$ cat src/rtl/dac_stream_unpacker_pkg.sv
// Shared types and helpers for the DAC playback path: routing modes, loader states,
// and the idle/mid-scale code driven after reset.
package dac_stream_pkg;

    localparam int CH_SEL_W = 2;

    typedef enum logic [1:0] {
        CH_TEST = 2'b00,
        CH_A    = 2'b01,
        CH_B    = 2'b10,
        CH_AB   = 2'b11
    } ch_mode_e;

    typedef enum logic [1:0] {
        ST_LOAD_A = 2'b00,
        ST_LOAD_B = 2'b01,
        ST_HOLD   = 2'b10
    } fsm_state_e;

    // Mid-scale code: half range for offset binary, zero for two's complement.
    function automatic int unsigned mid_code(input int dac_w, input int offset_bin);
        if (offset_bin != 0) begin
            return 32'd1 << (dac_w - 1);
        end else begin
            return 32'd0;
        end
    endfunction

endpackage

$ cat src/rtl/dac_stream_unpacker_sync_fifo.sv
// Single-clock FIFO with registered read data, occupancy output and synchronous flush.
// A push is refused while full regardless of a simultaneous pop.
module sync_fifo #(
    parameter int WIDTH = 16,
    parameter int DEPTH = 16
) (
    input  logic                     i_clk,
    input  logic                     i_reset,
    input  logic                     i_flush,
    input  logic                     i_push,
    input  logic [WIDTH-1:0]         i_din,
    input  logic                     i_pop,
    output logic [WIDTH-1:0]         o_dout,
    output logic                     o_full,
    output logic                     o_empty,
    output logic [$clog2(DEPTH):0]   o_level
);

    localparam int AW = $clog2(DEPTH);
    localparam int LW = AW + 1;
    localparam logic [LW-1:0] FULL_LVL = LW'(DEPTH);

    logic [WIDTH-1:0] r_mem [DEPTH];
    logic [AW-1:0]    r_wptr;
    logic [AW-1:0]    r_rptr;
    logic [LW-1:0]    r_level;
    logic [WIDTH-1:0] r_dout;
    logic             w_wr;
    logic             w_rd;

    assign o_full  = (r_level == FULL_LVL);
    assign o_empty = (r_level == {LW{1'b0}});
    assign w_wr    = i_push & ~o_full & ~i_flush;
    assign w_rd    = i_pop & ~o_empty & ~i_flush;
    assign o_dout  = r_dout;
    assign o_level = r_level;

    // Storage array, written only on an accepted push.
    always_ff @(posedge i_clk) begin
        if (w_wr) begin
            r_mem[r_wptr] <= i_din;
        end
    end

    // Pointers, occupancy and registered read port.
    always_ff @(posedge i_clk) begin
        if (i_reset || i_flush) begin
            r_wptr  <= {AW{1'b0}};
            r_rptr  <= {AW{1'b0}};
            r_level <= {LW{1'b0}};
            r_dout  <= {WIDTH{1'b0}};
        end else begin
            if (w_wr) begin
                r_wptr <= r_wptr + AW'(1);
            end
            if (w_rd) begin
                r_rptr <= r_rptr + AW'(1);
                r_dout <= r_mem[r_rptr];
            end
            case ({w_wr, w_rd})
                2'b10:   r_level <= r_level + LW'(1);
                2'b01:   r_level <= r_level - LW'(1);
                default: r_level <= r_level;
            endcase
        end
    end

endmodule

$ cat src/rtl/dac_stream_unpacker.sv
// Host-to-DAC playback: buffers 16-bit words, stages one or two samples per tick and
// commits them to the A/B channel registers at a fixed rate (or drives a test ramp).
module dac_stream_unpacker
    import dac_stream_pkg::*;
#(
    parameter int DAC_W      = 14,
    parameter int FIFO_DEPTH = 16,
    parameter int SAMPLE_DIV = 4,
    parameter int OFFSET_BIN = 1
) (
    input  logic                        i_clk,
    input  logic                        i_reset,
    input  logic                        i_dac_en,
    input  logic [CH_SEL_W-1:0]         i_ch_sel,
    input  logic [15:0]                 i_din,
    input  logic                        i_din_valid,
    output logic                        o_din_ready,
    output logic [DAC_W-1:0]            o_dac_data_a,
    output logic [DAC_W-1:0]            o_dac_data_b,
    output logic                        o_dac_update,
    output logic                        o_underrun,
    input  logic                        i_underrun_clr,
    output logic [$clog2(FIFO_DEPTH):0] o_fifo_level
);

    localparam int CW = $clog2(SAMPLE_DIV);
    localparam logic [DAC_W-1:0] MID      = DAC_W'(mid_code(DAC_W, OFFSET_BIN));
    localparam logic [CW-1:0]    TICK_CNT = CW'(SAMPLE_DIV - 1);

    // MID is exactly the MSB mask when offset binary is enabled, and zero otherwise.
    function automatic logic [DAC_W-1:0] to_code(input logic [15:0] word);
        return word[DAC_W-1:0] ^ MID;
    endfunction

    fsm_state_e           r_state;
    fsm_state_e           w_state_nxt;
    ch_mode_e             w_mode;
    logic [CH_SEL_W-1:0]  r_ch_sel;
    logic [CW-1:0]        r_cnt;
    logic [DAC_W-1:0]     r_ramp;
    logic [DAC_W-1:0]     r_stage_a;
    logic [DAC_W-1:0]     r_stage_b;
    logic [DAC_W-1:0]     r_dac_a;
    logic [DAC_W-1:0]     r_dac_b;
    logic                 r_update;
    logic                 r_underrun;
    logic                 r_pend;
    logic                 r_pend_b;
    logic                 w_tick;
    logic                 w_sel_change;
    logic                 w_push;
    logic                 w_pop;
    logic                 w_commit;
    logic                 w_ramp_tick;
    logic                 w_underrun_set;
    logic                 w_full;
    logic                 w_empty;
    logic [15:0]          w_rd_data;
    logic                 w_unused_rd;

    assign w_mode       = ch_mode_e'(i_ch_sel);
    assign w_sel_change = (i_ch_sel != r_ch_sel);
    assign w_tick       = i_dac_en & (r_cnt == TICK_CNT);
    assign o_din_ready  = i_dac_en & ~w_full & ~i_reset;
    assign w_push       = i_din_valid & o_din_ready;
    assign w_unused_rd  = ^w_rd_data;
    assign o_dac_data_a = r_dac_a;
    assign o_dac_data_b = r_dac_b;
    assign o_dac_update = r_update;
    assign o_underrun   = r_underrun;

    sync_fifo #(
        .WIDTH (16),
        .DEPTH (FIFO_DEPTH)
    ) u_fifo (
        .i_clk   (i_clk),
        .i_reset (i_reset),
        .i_flush (~i_dac_en),
        .i_push  (w_push),
        .i_din   (i_din),
        .i_pop   (w_pop),
        .o_dout  (w_rd_data),
        .o_full  (w_full),
        .o_empty (w_empty),
        .o_level (o_fifo_level)
    );

    // Loader: a mode change wins over everything that cycle, including a tick.
    always_comb begin
        w_state_nxt    = r_state;
        w_pop          = 1'b0;
        w_commit       = 1'b0;
        w_ramp_tick    = 1'b0;
        w_underrun_set = 1'b0;
        if (!i_dac_en || w_sel_change) begin
            w_state_nxt = ST_LOAD_A;
        end else if (w_mode == CH_TEST) begin
            w_state_nxt = ST_LOAD_A;
            w_ramp_tick = w_tick;
        end else begin
            case (r_state)
                ST_LOAD_A: begin
                    w_underrun_set = w_tick;
                    if (!w_empty) begin
                        w_pop       = 1'b1;
                        w_state_nxt = (w_mode == CH_AB) ? ST_LOAD_B : ST_HOLD;
                    end else begin
                        w_state_nxt = ST_LOAD_A;
                    end
                end
                ST_LOAD_B: begin
                    w_underrun_set = w_tick;
                    if (!w_empty) begin
                        w_pop       = 1'b1;
                        w_state_nxt = ST_HOLD;
                    end else begin
                        w_state_nxt = ST_LOAD_B;
                    end
                end
                ST_HOLD: begin
                    // The last popped word lands one cycle after the pop.
                    if (w_tick && !r_pend) begin
                        w_commit    = 1'b1;
                        w_state_nxt = ST_LOAD_A;
                    end else begin
                        w_underrun_set = w_tick;
                        w_state_nxt    = ST_HOLD;
                    end
                end
                default: begin
                    w_state_nxt = ST_LOAD_A;
                end
            endcase
        end
    end

    // State, rate counter, staging and output registers.
    always_ff @(posedge i_clk) begin
        if (i_reset) begin
            r_state    <= ST_LOAD_A;
            r_ch_sel   <= CH_TEST;
            r_cnt      <= {CW{1'b0}};
            r_ramp     <= {DAC_W{1'b0}};
            r_stage_a  <= {DAC_W{1'b0}};
            r_stage_b  <= {DAC_W{1'b0}};
            r_dac_a    <= MID;
            r_dac_b    <= MID;
            r_update   <= 1'b0;
            r_underrun <= 1'b0;
            r_pend     <= 1'b0;
            r_pend_b   <= 1'b0;
        end else begin
            r_state  <= w_state_nxt;
            r_ch_sel <= i_ch_sel;
            r_pend   <= w_pop;
            r_pend_b <= (r_state == ST_LOAD_B);
            r_update <= w_commit | w_ramp_tick;
            r_cnt    <= (!i_dac_en || w_tick) ? {CW{1'b0}} : r_cnt + CW'(1);
            if (!i_dac_en) begin
                r_ramp <= {DAC_W{1'b0}};
            end else if (w_ramp_tick) begin
                r_ramp <= r_ramp + DAC_W'(1);
            end
            if (r_pend) begin
                if (r_pend_b) begin
                    r_stage_b <= to_code(w_rd_data);
                end else begin
                    r_stage_a <= to_code(w_rd_data);
                end
            end
            if (w_ramp_tick) begin
                r_dac_a <= r_ramp;
                r_dac_b <= r_ramp;
            end else if (w_commit) begin
                case (w_mode)
                    CH_A:    r_dac_a <= r_stage_a;
                    CH_B:    r_dac_b <= r_stage_a;
                    CH_AB: begin
                        r_dac_a <= r_stage_a;
                        r_dac_b <= r_stage_b;
                    end
                    default: begin
                    end
                endcase
            end
            if (w_underrun_set) begin
                r_underrun <= 1'b1;
            end else if (i_underrun_clr) begin
                r_underrun <= 1'b0;
            end
        end
    end

endmodule

$ cat config.mk
export PLATFORM = sky130hd
export DESIGN_NAME = dac_stream_unpacker
export DESIGN_NICKNAME = d
export VERILOG_FILES = /design/src/rtl/dac_stream_unpacker_pkg.sv /design/src/rtl/dac_stream_unpacker_sync_fifo.sv /design/src/rtl/dac_stream_unpacker.sv
export SDC_FILE = /design/constraint.sdc
export NUM_CORES = 1
export LEC_CHECK = 0
export CAP_MARGIN = 10
export CORE_MARGIN = 2
export CORE_UTILIZATION = 45
export DETAILED_ROUTE_END_ITERATION = 16
export HOLD_SLACK_MARGIN = 0.03
export PLACE_DENSITY = 0.63
export SYNTH_ARGS = -nofsm -noshare
export SYNTH_HDL_FRONTEND = slang
export SYNTH_SLANG_ARGS = --single-unit
$ cat constraint.sdc
create_clock -name i_clk -period 3.2 [get_ports i_clk]
set_input_delay 0.48 -clock i_clk [delete_from_list [all_inputs] [get_ports i_clk]]
set_output_delay 0.48 -clock i_clk [all_outputs]
set_load 0.01 [all_outputs]
Yosys cells after proc, flatten, opt, wreduce, memory -nomap -nowiden
Memory sizes are Yosys's and may differ from the RTL's. A register that Yosys moved wholly into a read port is not among the register bits.
Cells that the tools add are included.
Widths: inputs -> output; s select.
{"block": "op_classes", "n_addsub": 6, "eq_ne": 10, "muxes": 30, "n_bitwise": 15, "reduce_logical": 23}
{"op": "$mux 14", "n": 5}
{"op": "$pmux 14 s2", "n": 1}
{"op": "$mux 1", "n": 17}
{"op": "$add 14x1->14 const B", "n": 1}
{"op": "$eq 2x2->1 const B", "n": 5}
{"op": "$pmux 5 s2", "n": 1}
{"op": "$add 4x1->4 const B", "n": 2}
{"op": "$and 1x1->1", "n": 8}
{"op": "$mux 2", "n": 4}
{"op": "$reduce_and 2->1", "n": 4}
{"op": "$reduce_bool 2->1", "n": 4}
{"op": "$reduce_or 2->1", "n": 4}
{"op": "$eq 2x1->1 const B", "n": 3}
{"op": "$not 1->1", "n": 6}
{"op": "$pmux 2 s3", "n": 1}
{"op": "$add 5x1->5 const B", "n": 1}
{"op": "$eq 5x5->1 const B", "n": 1}
{"op": "$logic_not 5->1", "n": 1}
{"op": "$sub 5x1->5 const B", "n": 1}
{"op": "$logic_not 2->1", "n": 2}
{"op": "$logic_or 1x1->1", "n": 3}
{"op": "$reduce_bool 3->1", "n": 1}
{"op": "$reduce_or 3->1", "n": 1}
{"op": "$add 2x1->2 const B", "n": 1}
{"op": "5 further kinds", "n": 6}
{"block": "totals", "reg_bits": 93, "ram_bits": 256, "inputBits": 23, "wordCells": 100, "memories": 1}
{"name": "u_fifo.r_mem", "words": 16, "word_bits": 16, "read_ports": 1, "rd_clocked_by_memory_dff": 1, "wr": 1, "line": "dac_stream_unpacker_sync_fifo.sv:23", "rtl": "logic [WIDTH-1:0] r_mem [DEPTH];"}

Longest topological paths before layout
Gate-level depths: netlist (run 1).
{"block": "logic_depth", "depth_word": 9, "mapped_depth": 13, "ltp_nobuf": 12}

Modules after synthesis
A second synthesis (run 1) with hierarchy kept.
{"block": "unflattened", "hier_cells": 970, "area_unflattened_um2": 14642.8}
{"module": "sync_fifo", "n_inst": 1, "cells_each": 540, "area_each_um2": 11005.6, "seq_area_each_um2": 8267.9}
{"module": "dac_stream_unpacker", "n_inst": 1, "cells_each": 430, "area_each_um2": 3637.2, "seq_area_each_um2": 1601.5}

Worst setup path before layout (run 1)
OpenSTA, ideal clock, no wires.
{"block": "synth_timing", "path_type": "input to register", "startpoint": "input i_ch_sel[0]", "endpoint": "register u_fifo.r_level[4] (netlist: u_fifo.o_level[4])", "arrival_ns": 2.825, "required_time_ns": 3.130, "setup_slack_ns": 0.304, "cell_stages": 13, "cell_sequence": "buf_6 -> and4bb_1 -> a31o_2 -> nand3_2 -> inv_2 -> ha_1 -> inv_1 -> fa_1 -> nor2b_1 -> o21ai_0 -> and3_1 -> or4_1 -> a21oi_1"}
{"block": "synth_via", "elab_chain_cells": 7, "elab_cells_between_ends": 11}
{"element": "start, declared", "line": "dac_stream_unpacker.sv:14", "rtl": "input logic [CH_SEL_W-1:0] i_ch_sel,"}
{"element": "$logic_not 2->1 / $ne 2x2->1 (equally long branches)", "line": "dac_stream_unpacker.sv:97, dac_stream_unpacker.sv:62"}
{"element": "$mux 1 / $logic_or 1x1->1 (equally long branches)", "line": "dac_stream_unpacker.sv:97, dac_stream_unpacker.sv:95"}
{"element": "$mux 1 (*)", "line": "dac_stream_unpacker.sv:95", "rtl": "if (!i_dac_en || w_sel_change) begin"}
{"element": "$and 1x1->1 (*) (2 in series)", "line": "dac_stream_unpacker_sync_fifo.sv:34", "rtl": "assign w_rd = i_pop & ~o_empty & ~i_flush;"}
{"element": "named net u_fifo.w_rd", "line": "dac_stream_unpacker_sync_fifo.sv:29", "rtl": "logic w_rd;"}
{"element": "$eq 2x1->1 / $eq 2x2->1 (equally long branches)", "line": "dac_stream_unpacker_sync_fifo.sv:60", "rtl": "case ({w_wr, w_rd})"}
{"element": "$pmux 5 s2 / $reduce_bool 2->1 (equally long branches)"}
{"element": "end signal, assigned", "line": "dac_stream_unpacker_sync_fifo.sv:61", "rtl": "2'b10: r_level <= r_level + LW'(1);"}
{"element": "end signal, assigned", "line": "dac_stream_unpacker_sync_fifo.sv:62", "rtl": "2'b01: r_level <= r_level - LW'(1);"}
{"element": "end signal, assigned", "line": "dac_stream_unpacker_sync_fifo.sv:63", "rtl": "default: r_level <= r_level;"}
{"element": "end, declared", "line": "dac_stream_unpacker_sync_fifo.sv:26", "rtl": "logic [LW-1:0] r_level;"}
Mark *: on every way through the listed nets, which the timed path passes. The rest lies on a longest branch.
A chain may end at the register's enable or synchronous reset.

Worst setup path after layout (run 1)
Ends and elaborated chain as after synthesis.

==> results of run 1 <==
registers in the layout, summed over array words and instances, names as in the netlist:
signal and cells:
o_dac_data_a 14, o_dac_data_b 14, o_dac_update 1, o_underrun 1
r_ch_sel 2, r_cnt 2, r_pend 1, r_pend_b 1
r_ramp 14, r_stage_a 14, r_stage_b 14, r_state 2
u_fifo.o_dout 14, u_fifo.o_level 5, u_fifo.r_mem 224, u_fifo.r_rptr 4
u_fifo.r_wptr 4
path summary, 6_finish.rpt:
path                       endpoint  slack, ns
hold reg to reg            r_cnt[0]       0.44
setup reg to reg  u_fifo.o_level[4]       0.40
hold / removal             r_cnt[0]       0.44
setup / recovery  u_fifo.o_level[4]       0.36
through the flow:
step / total power [mW] / TNS, ns
after floorplan: 4.74 / 0
after global placement: 4.82 / -0.105
after detailed placement: 4.82 / -0.171
after CTS: 8.54 / 0
after global routing: 8.73 / 0
final: 8.44 / 0
where the power goes:
group          internal [mW]  switching (mW)
combinational         0.0554           0.102
sequential              4.57         0.00517
clock                   2.15            1.56
worst reg2reg max path: stages, from the launching register on:
cell     delay [ns]
dfxtp_1        0.37
nor4_4         0.48
a21oi_2        0.14
nand3_2        0.11
inv_2          0.04
ha_1           0.22
ha_1           0.30
nor2b_1        0.15
o21ai_0        0.20
a21oi_1        0.11
or4_1          0.47
a21oi_1        0.14
layer usage:
metal,vias up,part of all wire (%),GRT usage [%],wire [um]
met5,-,0,0,0
met4,0,2.1,5.28,569
met3,41,5.3,3.15,1440
met2,198,48,30.1,13300
met1,3738,44,24.7,12200
li1,3537,-,-,-
cell usage in the layout (no fill, tap or decap), types with 25 or more instances in the layout:
| cell type | n |
|---|---|
| nand2_1 | 127 |
| nor2_1 | 37 |
| dfxtp_1 | 105 |
| buf_4 | 43 |
| clkdlybuf4s50_1 | 55 |
| edfxtp_1 | 224 |
| clkbuf_16 | 36 |
| a22oi_1 | 28 |
| a221o_1 | 25 |
| a21oi_1 | 41 |
| mux4_2 | 56 |
cell families after synthesis:
family,Yosys count,synth area share [%]
AOI/OAI and AO/OA,127,7.06
xor gates and xnor gates,19,1.26
adders and majority gates,12,1.20
buffers and inverters,64,2.48
DFF,331,67.4
muxes,72,10.9
and+or+nand+nor,256,9.73
final cells by class:
cell class	count	area, um2
multi-input combinational	486	4000
clock inverter	11	61.3
inverter	11	41.3
fill	2412	13400
timing repair buffer	103	958
clock buffer	53	995
tap	384	480
sequential	331	8870
==> reports/results.tsv, run 1 <==
metric	value	unit
hold_path_class	flip-flop to flip-flop	
fmax	0.353	GHz
gp_congestion	0.754	
yosys-top-cells-area	edfxtp_1 (51%), dfxtp_1 (16%), mux4_2 (9.6%), nand2_1 (3.6%), a221o_1 (1.9%)	
whs	0.436	ns
place_area	14400	um2
drtPass1Iterations	5	
grt_use_total	18.1	%
hpwl	17400	um
overflow	0	
clockRootBuffer	clkbuf_16	
drt-vias-per-instance	5.45	
synth_edf_count	224	
clkLatencyLatePin	0.51	ns
crit_cells	13	
p_leak	5.03	nW
arrival	3.28	ns
yosysTopAreaCell	edfxtp_1	
syn_inst	881	
synth_seq_area_share	67.4	%
synth_cell_types	54	
dp_cells	1315	
critical-path-max-stage-delay	0.51	ns
wirelength	27500	um
min_delay_path_depth	1	
final_layout_size_suffix_gt1_share	18.2	%
hold_buffers	0	
pwr_density_cell	548	nW/um2
port_buffers	56	
antenna_cells	0	
chipWidth	175	um
die_area	30600	um2
path_clk_slew	0.06	ns
grt_start_max_net_pins	66	
reg2reg_depth	11	
cts_setup_buffers	0	
end_kind	flip-flop	
area_growth	17.0	%
synthArstFlopShare	0	%
rsz0062_at_grt	no	
cts_buffers	35	
drv_slew	0	
final_util	53.5	%
grt_pass1_wl	42900	um
drc	0	
critPathKind	primary input to flip-flop	
setup_viol	0	
skew	0.0143	ns
rr_startpoint	u_fifo.o_level[0]	
period_share	88.6	%
critPathTopFamily	simple AND/OR/NAND/NOR gates	
critPathMaxFanout	5	
setup_ws	0.365	ns
fin_nets	1003	
htreeDepth	2	
io_pins	59	
path_buf_inv	3	
cts_sinks	331	
worstHoldStart	r_cnt[0]	
wl_per_cell	19.9	um
required	3.64	ns
vias	7514	
status	complete, no violations	
synth_top_area_share	51.1	%
grt_pass1_vias	7473	
worstPathCellList	clkdlybuf4s50_1, and4bb_1, a31o_2, nand3_2, inv_2, ha_1, inv_1, fa_1, nor2b_1, o21ai_0, and3_1, or4_1, a21oi_1	
cts_tree	done	
place_ws	-0.171	ns
die_y	175	um
antenna_left	0	
crit_path_start	i_ch_sel[0]	
vdd_drop_max	345	uV
antenna_found_initial	0	
ys.flop_type	edfxtp_1	
hold_viol	0	
coreArea	28800	um2
finalNonFillerCells	1379	
crit_path_top_delay_cell	clkdlybuf4s50_1	
max-slew-margin-rel	30.2	%
avgSynthCellArea	14.9	um2
drtIter0Drc	600	
std_cell_rows	62	
period_minus_slack	2.84	ns
tightest_slew	1.04	ns
cts_resized	0	
yosys-top-cells-count	edfxtp_1 (224), nand2_1 (127), dfxtp_1 (107)	
stdcell_area	15400	um2
max_cap_violations	0	
syn_nets	916	
start_util	45.8	%
clock_path_buffers	3	
synth.cell_area	13200	um2
yosys_warnings	0	
yosysMostFrequentCell	edfxtp_1	
critPathLaunchType	primary input	
synth-seq-cells	331	
No activity file was read; power rests on OpenSTA's default activity.
==> run 2: changes to the inputs <==
Settings changed: ABC_CLOCK_PERIOD_IN_PS set to 3100, HOLD_SLACK_MARGIN 0.03 to unset.
Clock period 3.2 ns to 3.1 ns, I/O delays scaled along.
==> reports/results.tsv, run 2 (synthesis gave the netlist of run 1 again) <==
metric	value	unit	change
place_ws	-0.176	ns	was -0.171 ns
setup_ws	0.277	ns	was 0.365 ns
antenna_cells	0		unchanged
start_util	45.8	%	unchanged
io_pins	59		unchanged
met3_length	1120	um	was 1440 um
drtPass1Iterations	5		unchanged
cts_setup_buffers	0		unchanged
drt-vias-per-instance	5.41		was 5.45
dp_cells	1318		was 1315
hpwl	17000	um	was 17400 um
critPathKind	flip-flop to flip-flop		was primary input to flip-flop
routed.top_layer	met4		unchanged
hold_viol	0		unchanged
clockRootBuffer	clkbuf_16		unchanged
r2r_setup_slack	0.28	ns	was 0.40 ns
fillerInstances	2355		was 2412
wl_met2	13400	um	was 13300 um
finalNonFillerCells	1384		was 1379
grt_use_total	18.0	%	was 18.1%
grt_pass1_vias	7563		was 7473
coreArea	28800	um2	unchanged
cts_resized	0		unchanged
vias	7489		was 7514
max_cap_violations	0		unchanged
max-slew-margin-rel	33.2	%	was 30.2%
reg2reg_depth	11		unchanged
largest_reg_flops	224		unchanged
p_leak	5.11	nW	was 5.03 nW
drtIter0Drc	518		was 600
top_register	u_fifo.r_mem		unchanged
die_y	175	um	unchanged
worstHoldEndpoint	r_cnt[0]		unchanged
crit_path_top_delay_cell	nor4_4		was clkdlybuf4s50_1
die_area	30600	um2	unchanged
tightest_slew	0.998	ns	was 1.04 ns
arrival	3.27	ns	was 3.28 ns
required	3.54	ns	was 3.64 ns
period_share	91.1	%	
setup_viol	0		unchanged
htreeDepth	2		unchanged
path_clk_slew	0.06	ns	about the same
critical-path-max-stage-delay	0.48	ns	was 0.51 ns
clock_path_buffers	3		unchanged
end_kind	flip-flop		unchanged
drv_slew	0		unchanged
tns	0	ns	unchanged
antenna_left	0		unchanged
hold_path_class	flip-flop to flip-flop		unchanged
fin_nets	1007		was 1003
final_common_cell	edfxtp_1		unchanged
reg2reg_to	u_fifo.o_level[4]		unchanged
final_cell_mix	edfxtp_1 (224), nand2_1 (127), dfxtp_1 (105)		unchanged
std_cell_rows	62		unchanged
drc	0		unchanged
clkLatencyLatePin	0.51	ns	about the same
antenna_found_initial	0		unchanged
pwr_density_cell	579	nW/um2	was 548 nW/um2
area_growth	18.3	%	was 17.0%
critPathMaxFanout	5		unchanged
final_util	54.1	%	was 53.5%
grt_start_max_net_pins	66		unchanged
grt_pass1_wl	42800	um	was 42900 um
hold_buffers	0		unchanged
rsz0062_at_grt	no		unchanged
status	complete, no violations		unchanged
cts_buffers	36		was 35
critPathLaunchType	flip-flop		was primary input
overflow	0		unchanged
wl_per_cell	19.5	um	was 19.9 um
wl_met1	12100	um	was 12200 um
chipWidth	175	um	unchanged
path_buf_inv	1		was 3
final_layout_size_suffix_gt1_share	19.5	%	was 18.2%
worstPathCellList	nor4_4, a21oi_2, nand3_2, inv_2, ha_1, ha_1, nor2b_1, o21ai_0, a21oi_1, or4_1, a21oi_1		was clkdlybuf4s50_1, and4bb_1, a31o_2, nand3_2, inv_2, ha_1, inv_1, fa_1, nor2b_1, o21ai_0, and3_1, or4_1, a21oi_1
vdd_drop_max	478	uV	was 345 uV
worstHoldStart	r_cnt[0]		unchanged
port_buffers	56		unchanged
min_delay_path_depth	1		unchanged
gp_congestion	0.757		was 0.754
power.total	9.02	mW	was 8.44 mW
period_minus_slack	2.82	ns	
wirelength	27000	um	was 27500 um
cts_sinks	331		unchanged
fmax	0.354	GHz	
skew	0.0126	ns	was 0.0143 ns
cts_tree	done		unchanged
rr_startpoint	u_fifo.o_level[3]		was u_fifo.o_level[0]
critPathTopFamily	simple AND/OR/NAND/NOR gates		unchanged
run 2: cell types whose count changed in the layout (fill, tap and decap cells not counted), sizes merged:
cell | before | now
buf | 48 | 51
bufinv | 0 | 3
clkinv | 10 | 14
clkbuf | 53 | 45
inv | 12 | 13
clkinvlp | 0 | 2
run 2: layout make-up:
| class | count | area [um2] | share of cell area (%) |
|---|---|---|---|
| Clock buffer | 45 | 966 | 6.20 |
| Timing Repair Buffer | 106 | 1030 | 6.62 |
| Inverter | 11 | 41.3 | 0.265 |
| Multi-Input combinational cell | 486 | 3990 | 25.6 |
| Tap cell | 384 | 480 | 3.08 |
| Clock inverter | 21 | 193 | 1.24 |
| Sequential cell | 331 | 8870 | 57.0 |
run 2: through the flow:
| step | hold slack (ns) | instance area [um2] |
|---|---|---|
| 4_1_cts | 0.432 | 15600 |
| 2_1_floorplan | 0.404 | 13200 |
| 5_1_grt | 0.456 | 15600 |
| 6_report | 0.429 | 15600 |
| 3_3_place_gp | 0.413 | 14400 |
| 3_5_place_dp | 0.424 | 14400 |
run 2: per-layer routing:
layer	vias up	track usage [%]
li1	3561	-
met1	3726	24.6
met2	169	30.5
met3	33	2.87
met4	0	4.41
met5	-	0
run 2: how the worst max path moves through the flow:
stage	start	endpoint	slack [ns]	cells past startpoint
CTS	u_fifo.o_level[0]	u_fifo.o_level[4]	0.25	11
detailed placement	i_ch_sel[1]	u_fifo.o_level[4]	-0.18	13
floorplan	i_ch_sel[0]	u_fifo.o_level[4]	0.22	13
finish	u_fifo.o_level[3]	u_fifo.o_level[4]	0.28	11
global placement	i_ch_sel[1]	u_fifo.o_level[4]	-0.11	13
global route	u_fifo.o_level[3]	u_fifo.o_level[4]	0.003	11
run 2: report_power, final:
| part | switching, mW | total (mW) | internal [mW] |
|---|---|---|---|
| Clock | 1.67 | 4.14 | 2.47 |
| Combinational | 0.104 | 0.161 | 0.0568 |
| Sequential | 0.00526 | 4.72 | 4.72 |
| Total | 1.77 | 9.02 | 7.25 |
